**src/rtl/line_hit_ctrl.sv**
```systemverilog
// Collision and round controller for the six-line obstacle game: accumulates
// cube/line pixel overlap per frame and sequences IDLE/LOAD/PLAY/HIT/OVER.
module line_hit_ctrl #(
  parameter int unsigned LIVES        = 3,
  parameter int unsigned HIT_FRAMES   = 60,
  parameter int unsigned FLASH_FRAMES = 8
) (
  input  logic       clk,
  input  logic       reset,
  input  logic       frame,
  input  logic       start_btn,
  input  logic       cube_px,
  input  logic [5:0] line_px,
  output logic       stop,
  output logic       flash,
  output logic       load_counter,
  output logic       start_machine,
  output logic       collision,
  output logic [2:0] hit_line,
  output logic [1:0] lives
);
  typedef enum logic [2:0] {S_IDLE, S_LOAD, S_PLAY, S_HIT, S_OVER} state_t;

  localparam logic [1:0] LIVES_INIT = 2'(LIVES);
  localparam logic [7:0] HIT_LAST   = 8'(HIT_FRAMES);
  localparam logic [7:0] FLASH_LAST = 8'(FLASH_FRAMES);

  state_t     state_q, state_d;
  logic       btn_q, btn_d;
  logic       pend_q, pend_d;
  logic       acc_q, acc_d;
  logic [5:0] acc_mask_q, acc_mask_d;
  logic [7:0] frame_cnt_q, frame_cnt_d;
  logic [7:0] flash_cnt_q, flash_cnt_d;
  logic       stop_q, stop_d;
  logic       flash_q, flash_d;
  logic       load_q, load_d;
  logic       start_m_q, start_m_d;
  logic       coll_q, coll_d;
  logic [2:0] hit_line_q, hit_line_d;
  logic [1:0] lives_q, lives_d;
  logic [2:0] lowest_idx;
  logic       btn_rise;
  logic       can_start;

  // Priority encode from the top so the lowest set bit wins.
  always_comb begin
    lowest_idx = 3'd0;
    for (int i = 5; i >= 0; i--) begin
      if (acc_mask_q[i]) lowest_idx = 3'(i);
    end
  end

  always_comb begin
    state_d     = state_q;
    btn_d       = start_btn;
    pend_d      = pend_q;
    frame_cnt_d = frame_cnt_q;
    flash_cnt_d = flash_cnt_q;
    flash_d     = flash_q;
    hit_line_d  = hit_line_q;
    lives_d     = lives_q;
    coll_d      = 1'b0;
    stop_d      = 1'b0;
    load_d      = 1'b0;
    start_m_d   = 1'b0;
    btn_rise    = start_btn & ~btn_q;
    can_start   = (state_q == S_IDLE) || (state_q == S_OVER);

    if (frame) begin
      acc_d      = 1'b0;
      acc_mask_d = 6'd0;
    end else begin
      acc_d      = acc_q | (cube_px & (|line_px));
      acc_mask_d = acc_mask_q | ({6{cube_px}} & line_px);
    end

    if (btn_rise && can_start) pend_d = 1'b1;

    if (frame) begin
      unique case (state_q)
        S_IDLE: begin
          if (pend_q) begin
            state_d = S_LOAD;
            pend_d  = 1'b0;
          end
        end
        S_LOAD: state_d = S_PLAY;
        S_PLAY: begin
          if (acc_q) begin
            state_d     = S_HIT;
            coll_d      = 1'b1;
            lives_d     = (lives_q == 2'd0) ? 2'd0 : lives_q - 2'd1;
            hit_line_d  = lowest_idx;
            frame_cnt_d = 8'd0;
            flash_cnt_d = 8'd0;
          end
        end
        S_HIT: begin
          frame_cnt_d = frame_cnt_q + 8'd1;
          if (flash_cnt_q + 8'd1 == FLASH_LAST) begin
            flash_cnt_d = 8'd0;
            flash_d     = ~flash_q;
          end else begin
            flash_cnt_d = flash_cnt_q + 8'd1;
          end
          if (frame_cnt_q + 8'd1 == HIT_LAST) begin
            state_d = (lives_q == 2'd0) ? S_OVER : S_LOAD;
          end
        end
        S_OVER: begin
          if (pend_q) begin
            state_d = S_LOAD;
            pend_d  = 1'b0;
            lives_d = LIVES_INIT;
          end
        end
        default: state_d = S_IDLE;
      endcase
    end

    // Outputs are registered from the next state so they follow the frame edge by one clk.
    unique case (state_d)
      S_PLAY: begin
        stop_d    = 1'b1;
        flash_d   = 1'b1;
        start_m_d = 1'b1;
      end
      S_HIT: begin
        start_m_d = 1'b1;
        if (state_q != S_HIT) flash_d = 1'b0;
      end
      S_OVER: flash_d = 1'b1;
      default: begin
        flash_d = 1'b1;
        load_d  = 1'b1;
      end
    endcase
  end

  always_ff @(posedge clk) begin
    if (reset) begin
      state_q     <= S_IDLE;
      btn_q       <= 1'b0;
      pend_q      <= 1'b0;
      acc_q       <= 1'b0;
      acc_mask_q  <= 6'd0;
      frame_cnt_q <= 8'd0;
      flash_cnt_q <= 8'd0;
      stop_q      <= 1'b0;
      flash_q     <= 1'b1;
      load_q      <= 1'b1;
      start_m_q   <= 1'b0;
      coll_q      <= 1'b0;
      hit_line_q  <= 3'd0;
      lives_q     <= LIVES_INIT;
    end else begin
      state_q     <= state_d;
      btn_q       <= btn_d;
      pend_q      <= pend_d;
      acc_q       <= acc_d;
      acc_mask_q  <= acc_mask_d;
      frame_cnt_q <= frame_cnt_d;
      flash_cnt_q <= flash_cnt_d;
      stop_q      <= stop_d;
      flash_q     <= flash_d;
      load_q      <= load_d;
      start_m_q   <= start_m_d;
      coll_q      <= coll_d;
      hit_line_q  <= hit_line_d;
      lives_q     <= lives_d;
    end
  end

  assign stop          = stop_q;
  assign flash         = flash_q;
  assign load_counter  = load_q;
  assign start_machine = start_m_q;
  assign collision     = coll_q;
  assign hit_line      = hit_line_q;
  assign lives         = lives_q;
endmodule

```
**config.mk**
```make
export PLATFORM = sky130hd
export DESIGN_NAME = line_hit_ctrl
export DESIGN_NICKNAME = d
export VERILOG_FILES = /design/src/rtl/line_hit_ctrl.sv
export SDC_FILE = /design/constraint.sdc
export NUM_CORES = 1
export LEC_CHECK = 0
export ABC_AREA = 1
export ABC_CLOCK_PERIOD_IN_PS = 2300
export BUFFER_PORTS_ARGS = -buffer_cell sky130_fd_sc_hd__buf_4
export CAP_MARGIN = 20
export CELL_PAD_IN_SITES_DETAIL_PLACEMENT = 0
export CELL_PAD_IN_SITES_GLOBAL_PLACEMENT = 1
export CORE_MARGIN = 1
export CORE_UTILIZATION = 42
export CTS_BUF_LIST = sky130_fd_sc_hd__clkbuf_8
export DETAILED_ROUTE_END_ITERATION = 10
export PLACE_DENSITY_LB_ADDON = 0.05
export SYNTH_ARGS = -nofsm -noshare
export SYNTH_HDL_FRONTEND = slang
export SYNTH_SLANG_ARGS = --single-unit
```
**constraint.sdc**
```tcl
create_clock -name clk -period 2.3 [get_ports clk]
set_input_delay 0.23 -clock clk [delete_from_list [all_inputs] [get_ports clk]]
set_output_delay 0.23 -clock clk [all_outputs]
set_load 0.02 [all_outputs]
```
== Word level (Yosys, flattened, before mapping) ==
Index checks and enable logic that the tools add are counted.

* Register bits: 38
* Output and inout bits: 10
* Logic and storage cells: 91

* Add/subtract/negate cells: 3
* Equality and inequality tests: 12
* Mux-type cells: 32
* Bitwise gates (word level): 10
* Reductions and logical operators: 20

{| class="wikitable"
|+ Operator list
! kind !! count
|-
| $mux W3 || 11
|-
| $pmux W8 S2 || 2
|-
| $add A8 B1 Y8 const B || 2
|-
| $mux W8 || 2
|-
| $eq A3 B2 Y1 const B || 4
|-
| $mux W1 || 12
|-
| $pmux W3 S4 || 1
|-
| $reduce_bool A2 Y1 || 5
|-
| $reduce_and A3 Y1 || 3
|-
| $eq A8 B4 Y1 const B || 1
|-
| $eq A8 B6 Y1 const B || 1
|-
| $reduce_or A2 Y1 || 4
|-
| $and A6 B6 Y6 || 1
|-
| $eq A3 B3 Y1 const B || 2
|-
| $mux W2 || 3
|-
| $or A6 B6 Y6 || 1
|-
| $reduce_or A3 Y1 || 2
|-
| $reduce_or A6 Y1 || 1
|-
| $not A1 Y1 || 5
|-
| $ne A2 B2 Y1 const B || 2
|-
| $pmux W2 S2 || 1
|-
| $reduce_and A4 Y1 || 1
|-
| $eq A3 B1 Y1 const B || 1
|-
| $logic_not A3 Y1 || 1
|-
| 7 further kinds || 8
|}

== Logic depth before layout (Yosys ltp) ==
Gate-level depths: netlist of run 1.

* Depth in word-level cells: 8
* Mapped depth: 14

== Least setup slack after synthesis of run 1 ==
No wires, ideal clock.

* Path type: register to register
* From: register frame_cnt_q[0]
* To: register load_q, in the netlist load_counter
* Library setup time: 113 ps
* Arrival: 1,566 ps
* Data required time: 2,187 ps
* Slack: 621 ps
* Stages on the path, launching flop included: 11
* Path buffers: 0
* Period minus slack after synthesis: 1,679 ps
* Path through: dfxtp_1 -> ha_1 -> nand3_1 -> o21ai_1 -> nand2_1 -> nor2_2 -> nand3b_1 -> a21oi_2 -> nand3_1 -> nor2_1 -> nor2_2

* Word-level cells in the longest chain between the ends: 8

{| class="wikitable"
|+ Ends and longest elaborated chain
! item !! RTL line !! RTL
|-
| start: declaration || 33 || <nowiki>logic [7:0] frame_cnt_q, frame_cnt_d;</nowiki>
|-
| start signal: assignment || 163 || <nowiki>frame_cnt_q <= frame_cnt_d;</nowiki>
|-
| $add A8 B1 Y8 (*) || 107 || <nowiki>if (frame_cnt_q + 8'd1 == HIT_LAST) begin</nowiki>
|-
| $eq A8 B6 Y1 (*) || 107 ||
|-
| $mux W3 (*) || 107 ||
|-
| $pmux W3 S4 (*) || 81 || <nowiki>unique case (state_q)</nowiki>
|-
| $mux W3 (*) || 80 || <nowiki>if (frame) begin</nowiki>
|-
| $eq A3 B2 Y1 or $eq A3 B3 Y1 (tied branches) || 123 || <nowiki>unique case (state_d)</nowiki>
|-
| $reduce_or A3 Y1 (no source line) (*) || -- ||
|-
| $mux W1 (*) || 123 ||
|-
| end signal: assignment || 167 || <nowiki>load_q <= load_d;</nowiki>
|-
| end: declaration || 37 || <nowiki>logic load_q, load_d;</nowiki>
|}

Mark *: on every way between the ends. The rest lies on a longest branch, timed or not.
A chain may end at the register's enable or synchronous reset.

== Worst setup path in the final report of run 1 ==
Ends and elaborated chain as after synthesis.

==> run_results.csv, run 1 <==
group,metric,value,unit
status,status,"finished clean",
critical_path,r2r_end,"load_counter",
grt,grt_pass1_wl,6768,microns
final_layout,final_common_cell,"nand2_1",
logic_synthesis,yosysWarnings,0,
hold_path,hold_start,"start_btn",
clocking,cts.sink_count,38,
clocking,cts_max_path_buffers,2,
timing,slew_headroom,0.7290,
final_layout,stdcell_area,0.002170,sq mm
grt,antenna_found_initial,0,
critical_path,critPathMaxStageDelay,460,ps
timing,timing.final.crit_share,0.8476,
final_layout,nFillCells,458,
place,place_area,0.002059,sq mm
detailed_routing,drt_first_pass_iters,4,
floorplanning,die_y,68.42,microns
clocking,post-cts-setup-buffer-count,0,
critical_path,r2r-start,"frame_cnt_q[0]",
final_layout,drive_gt1_frac,0.1316,
floorplanning,ioPinCount,21,
floorplanning,fp.coreArea,0.004115,sq mm
hold_path,worstHoldPathCells,3,
floorplanning,die-area,0.004681,sq mm
grt,grt_max_degree,24,
critical_path,start_kind,"flip-flop",
critical_path,cp_data_arrival_time,2140,ps
pwr,power.density,594.0,mW/mm^2
place,place_inst,346,
hold_path,min_path_type,"input port to flip-flop",
grt,grt_pass1_vias,1519,
detailed_routing,ant_nets,0,
timing,worst_slew_pin_slew,405.1,ps
logic_synthesis,syn-cell-area,0.001853,sq mm
clocking,cts-root-buf,"clkbuf_8",
place,place_congestion,0.8070,
logic_synthesis,synthArstFlopShare,0,
logic_synthesis,synth_nets,293,
timing,setup_violations,0,
final_layout,diodes,0,
clocking,insertion_delay,290,ps
logic_synthesis,yosys.area.top_type,"dfxtp_1",
final_layout,instances_no_fill,354,
critical_path,worstSetupEndpointType,"flip-flop",
timing,max_clock_freq,0.5129,GHz
run,cap_violations,0,
logic_synthesis,syn-instance-count,279,
detailed_routing,totalWireLength,3841,microns
clocking,htreeDepth,2,
critical_path,critical_path.max_fanout,8,
clocking,cts_tree,"built",
timing,timing.final.hold_violations,0,
place,hpwl,2746,microns
critical_path,reg2reg_slack,350,ps
logic_synthesis,ys_types,25,
logic_synthesis,synth_edf_count,0,
grt,overflow,0,
critical_path,cp.required,2490,ps
logic_synthesis,yosys_register_bits,38,
critical_path,r2r_cells,10,
timing,fin_setup_tns,0,ps
hold_path,min_to,"btn_q",
pwr,p_leak,1.001,nW
logic_synthesis,synth-seq-area-share,0.4105,
logic_synthesis,synthTopCellsByArea,"dfxtp_1 41%, nand2_1 16%, inv_1 8.1%",
pwr,vdd_drop_max,0.3277,mV
grt,grt_usage,0.1958,
final_layout,fin_nets,317,
clocking,cts_hold_buf,0,
final_layout,mostFrequentLayoutCells,"79 x nand2_1, 40 x inv_1, 38 x dfxtp_1",
timing,fin_crit,1950,ps
detailed_routing,vias,1710,
detailed_routing,routed_via_density,4.831,
clocking,cts_buffers,5,
timing,finClkSkew,5.494,ps
detailed_routing,drt_iter0_drc,122,
logic_synthesis,synthFlopType,"dfxtp_1",
place,port-buffer-count,20,
floorplanning,start_util,0.4503,
detailed_routing,drc,0,
critical_path,crit_slowest_cell,"dfxtp_1",
timing,drv_slew,0,
floorplanning,rows,23,
clocking,cts.repair.resized,0,
timing,rsz0062_at_grt,"no",
critical_path,cp_cell_sequence,"ha_1 > nand3_1 > o21ai_1 > nand2_1 > nor2_2 > nand3b_1 > a21oi_2 > nand3_1 > nor2_1 > nor2_2",
detailed_routing,routedWlPerCell,10.85,microns
logic_synthesis,avgSynthCellArea,6.642,sq um
floorplanning,die_w,68.42,microns
critical_path,path_class,"flip-flop to flip-flop",
logic_synthesis,yosysTopAreaCellShare,0.4105,
clocking,path_clk_slew,70,ps
final_layout,areaGrowthSynthToFinish,17.08,%
cell type report:
class / count / area [sq um] / share of cell area
repair buffers: 22 / 165.2 / 0.07612
clock buffers: 8 / 110.1 / 0.05075
well taps: 50 / 62.56 / 0.02884
flip-flops and latches: 38 / 760.7 / 0.3506
multi-input cells: 196 / 920.9 / 0.4245
inverters: 40 / 150.1 / 0.06920
where the power goes:
part           internal, mW  switching, mW  total, mW
clock                 0.303          0.234      0.537
combinational        0.0310         0.0454     0.0764
sequential            0.669        0.00679      0.676
total                  1.00          0.286       1.29
kinds of logic after synthesis:
kind of cell | count (synthesis) | synth area share
AO/OA/AOI/OAI | 41 | 0.1215
XOR/XNOR | 3 | 0.01418
adder cells (fa/ha/maj) | 3 | 0.02026
buffers and inverters | 45 | 0.09250
flip-flops | 38 | 0.4105
AND/OR/NAND/NOR | 149 | 0.3410
critical path, delay by kind of cell, from the launching register on:
family | cells | cell delay, ps
adder cells (fa/ha/maj) | 1 | 230
AND/OR/NAND/NOR | 7 | 810
AO/OA/AOI/OAI | 2 | 350
flip-flops | 1 | 460
worst max path at each step:
stage / cells past startpoint / to / from
2_1_floorplan: 10 / load_counter / frame_cnt_q[0]
3_3_place_gp: 10 / load_counter / frame_cnt_q[0]
3_5_place_dp: 10 / load_counter / frame_cnt_q[0]
4_1_cts: 10 / load_counter / frame_cnt_q[0]
5_1_grt: 12 / load_counter / frame_cnt_q[0]
6_report: 10 / load_counter / frame_cnt_q[0]
per-layer routing:
layer  global-route usage  part of all wire  vias up
met3              0.05333             0.034        5
met4              0.06510             0.014        0
met1               0.2430              0.50      748
li1                     -                 -      927
met2               0.3235              0.46       30
met5                    0                 0        -
per-stage QoR:
stage,hold WS (ps),worst slack (ps),power [mW],util
detailed placement,465.7,377.6,0.7670,0.5005
global route,192.3,118.8,1.342,0.5272
global placement,457.2,428.5,0.7679,0.5005
floorplan,354.9,621.3,0.7366,-
CTS,168.2,343.2,1.303,0.5272
finish,181.6,350.5,1.289,0.5272
sequential cells by signal (all words and copies together), names as in the netlist:
register	flops
lives	2
flash	1
hit_line	3
state_q	3
acc_q	1
pend_q	1
frame_cnt_q	8
btn_q	1
flash_cnt_q	8
collision	1
load_counter	1
start_machine	1
stop	1
acc_mask_q	6
cell usage after synthesis, types with 2 or more instances:
library cell / number
a211oi_1: 2
a21oi_1: 23
buf_2: 2
clkbuf_1: 3
dfxtp_1: 38
ha_1: 3
inv_1: 40
nand2_1: 79
nand2_2: 2
nand3_1: 17
nand3b_1: 3
nand4_1: 3
nor2_1: 32
nor2_2: 5
nor3_1: 6
o21ai_0: 10
xor2_1: 3
Power figures use the tool's default switching activity.
==> inputs of run 2 (changes only) <==
- ABC_AREA: 1 -> 0
- ABC_CLOCK_PERIOD_IN_PS: 2300 -> 1900
- CORE_UTILIZATION: 42 -> 45
- clock period: 2.3 -> 1.9 ns (I/O delays scaled with it)
==> run 2 against run 1 <==
  * Non-clock buffer count is 10 higher
  * Combinational power is 49% higher
  * Fmax is 5.4% higher
  * Count of clock-buffer cells in the layout is 2 lower
  * Sequential power is 22% higher
  * Cell count is 15% lower
  * Via count is 1.9% lower
  * First-iteration DRC count is 9.0% lower
  * Flip-flop and latch count stayed put
  * Core utilization is 5.6 points higher
  * Critical endpoint unchanged
  * Largest power group unchanged
  * Highest routed layer unchanged
==> run_results.csv, run 2 <==
group,metric,value,unit
logic_synthesis,ys_types,50,
critical_path,worstSetupEndpointType,"flip-flop",
pwr,p_leak,0.8309,nW
final_layout,final_common_cell,"nor2_1",
detailed_routing,drt_iter0_drc,111,
clocking,cts_hold_buf,0,
pwr,p_seq_frac,0.549,
critical_path,path_class,"flip-flop to flip-flop",
clocking,cts_buffers,5,
place,hpwl,2874,microns
pwr,pwr-share-comb,0.076,
logic_synthesis,yosysWarnings,0,
detailed_routing,routedWlPerCell,14.05,microns
timing,drv_slew,0,
run,cap_violations,0,
critical_path,cp.depth,7,
place,port-buffer-count,20,
pwr,p_clk_frac,0.375,
floorplanning,start_util,0.4868,
logic_synthesis,synth_nets,237,
clocking,cts_max_path_buffers,2,
logic_synthesis,syn-instance-count,223,
final_layout,final_util,0.5830,
clocking,path_clk_slew,70,ps
logic_synthesis,synth_edf_count,0,
critical_path,cp_data_arrival_time,2030,ps
final_layout,stdcell_area,0.002215,sq mm
place,place_congestion,0.8992,
timing,max_clock_freq,0.5406,GHz
logic_synthesis,yosys.area.top_type,"dfxtp_1",
logic_synthesis,synth_commonest_cells,"38 x dfxtp_1, 37 x nor2_1, 25 x a21oi_1",
detailed_routing,ant_nets,0,
logic_synthesis,yosys.cell_count.top_type,"dfxtp_1",
detailed_routing,totalWireLength,4216,microns
detailed_routing,routed_via_density,5.593,
clocking,htreeDepth,2,
grt,grt_pass1_vias,1584,
logic_synthesis,synth-seq-area-share,0.4114,
logic_synthesis,yosysTopAreaCellShare,0.4114,
timing,slew_headroom,0.7103,
logic_synthesis,syn-cell-area,0.001849,sq mm
timing,fin_crit,1850,ps
final_layout,mostFrequentLayoutCells,"37 x nor2_1, 34 x dfxtp_1, 31 x buf_4",
pwr,internal_power,1.148,mW
place,place_ws,-62.84,ps
final_layout,drive_gt1_frac,0.2421,
pwr,switchingPower,352.7,uW
timing,setup_violations,0,
grt,overflow,0,
critical_path,critPathMaxStageDelay,360,ps
timing,setup_ws,50.36,ps
detailed_routing,drc,0,
floorplanning,ioPinCount,21,
timing,timing.final.crit_share,0.9735,
critical_path,crit_slowest_cell,"dfxtp_2",
hold_path,hold_start,"start_btn",
critical_path,r2r_end,"load_counter",
critical_path,critPathTopFamily,"compound AO/OA/AOI/OAI gates",
critical_path,cp-endpoint,"load_counter",
pwr,power.density,677.5,mW/mm^2
critical_path,start_kind,"flip-flop",
floorplanning,die_w,66.11,microns
grt,grt_pass1_wl,7134,microns
logic_synthesis,synthArstFlopShare,0,
critical_path,cp_num_buf_inv,1,
final_layout,areaGrowthSynthToFinish,19.76,%
timing,timing.final.hold_violations,0,
grt,grt_usage,0.2160,
final_layout,reg_top3,"flash_cnt_q: 8 flops, frame_cnt_q: 8 flops, acc_mask_q: 6 flops",
critical_path,crit_start,"frame_cnt_q[2]",
pwr,finalPower,1.500,mW
timing,worst_slew_pin_slew,430.9,ps
clocking,cts-root-buf,"clkbuf_8",
timing,rsz0062_at_grt,"yes",
pwr,vdd_drop_max,0.4573,mV
grt,antenna_found_initial,0,
place,place_area,0.002057,sq mm
grt,grt_max_degree,28,
detailed_routing,vias,1678,
timing,finClkSkew,4.703,ps
critical_path,cp_cell_sequence,"and3_2 > a31o_2 > a2111oi_4 > buf_4 > a31oi_4 > o22ai_1 > nand2_1",
place,place_inst,290,
clocking,insertion_delay,290,ps
status,status,"finished clean",
floorplanning,die-area,0.004370,sq mm
logic_synthesis,yosys_register_bits,38,
logic_synthesis,synthTopCellsByArea,"dfxtp_1 41%, nor2_1 7.5%, a21oi_1 6.8%",
critical_path,critical_path.max_fanout,7,
floorplanning,rows,22,
critical_path,reg2reg_slack,50,ps
clocking,cts.sink_count,38,
clocking,cts_tree,"built",
critical_path,r2r_cells,7,
final_layout,diodes,0,
critical_path,cp.required,2080,ps
final_layout,instances_no_fill,300,
logic_synthesis,synthFlopType,"dfxtp_1",
final_layout,fin_nets,265,
hold_path,min_path_type,"input port to flip-flop",
critical_path,r2r-start,"frame_cnt_q[2]",
pwr,switching_share,0.2351,
floorplanning,fp.coreArea,0.003799,sq mm
floorplanning,die_y,66.11,microns
logic_synthesis,avgSynthCellArea,8.293,sq um
detailed_routing,drt_first_pass_iters,4,
## run 2: changes by cell type after synthesis, sizes merged, moves of 3 or more
cell    change
clkbuf      +4
nand3      -12
nor4        +4
o21ai       +5
nand2      -65
inv        -33
nor2b       +3
a31oi       +4
and3        +5
and2        +3
xor2        -3
## run 2: worst reg2reg max path: stages (launching register included)
cell	delay, ps
dfxtp_2	360
and3_2	250
a31o_2	280
a2111oi_4	330
buf_4	200
a31oi_4	110
o22ai_1	140
nand2_1	70
## run 2: layer usage
metal / part of all wire / global-route usage / vias to the layer above
met5: 0 / 0 / -
met4: 0.019 / 0.09840 / 0
met3: 0.033 / 0.04828 / 7
met2: 0.47 / 0.3559 / 34
met1: 0.48 / 0.2661 / 791
li1: - / - / 846
## run 2: how the worst min path moves through the flow
stage,end,cells past startpoint
final,btn_q,2
after global routing,btn_q,2
after CTS,btn_q,2
after detailed placement,btn_q,2
after global placement,btn_q,2
after floorplan,btn_q,1
## run 2: kinds of logic (layout without fill, tap and decap cells)
family,after synthesis,count (layout),share of synthesized area
AO/OA/AOI/OAI,63,63,0.2226
buffers and inverters,18,47,0.05616
XOR/XNOR,2,2,0.009474
flip-flops,38,38,0.4114
AND/OR/NAND/NOR,97,97,0.2686
adder cells (fa/ha/maj),3,3,0.02030
multiplexers,2,2,0.01150
## run 2: power groups by stage
| stage | Sequential, mW | Clock [mW] | Combinational [mW] |
|---|---|---|---|
| 2_1_floorplan | 0.844 | 0 | 0.0711 |
| 3_3_place_gp | 0.842 | 0 | 0.109 |
| 3_5_place_dp | 0.843 | 0 | 0.112 |
| 4_1_cts | 0.825 | 0.575 | 0.112 |
| 5_1_grt | 0.826 | 0.613 | 0.127 |
| 6_report | 0.824 | 0.563 | 0.114 |
## run 2: final cells by class
class                           instances  area [sq um]
Multi-Input combinational cell        167          1025
Inverter                                7         26.28
Clock inverter                          2         8.758
Tap cell                               48         60.06
Sequential cell                        38         768.2
Timing Repair Buffer                   32         244.0
Fill cell                             358          1584
Clock buffer                            6         82.58
## run 2: per-stage QoR
stage          hold WS (ps)  TNS (ps)
2_1_floorplan         318.2         0
3_3_place_gp          411.6         0
3_5_place_dp          418.4    -101.0
4_1_cts               113.4         0
5_1_grt               115.1    -56.91
6_report              114.4         0
## run 2: what timing repair did
action / 4_1_cts / 5_1_grt
pin swaps: 3 / 5
setup buffers: 2 / 0
gates resized for setup: 2 / 12
endpoints found under the setup margin: 4 / 8
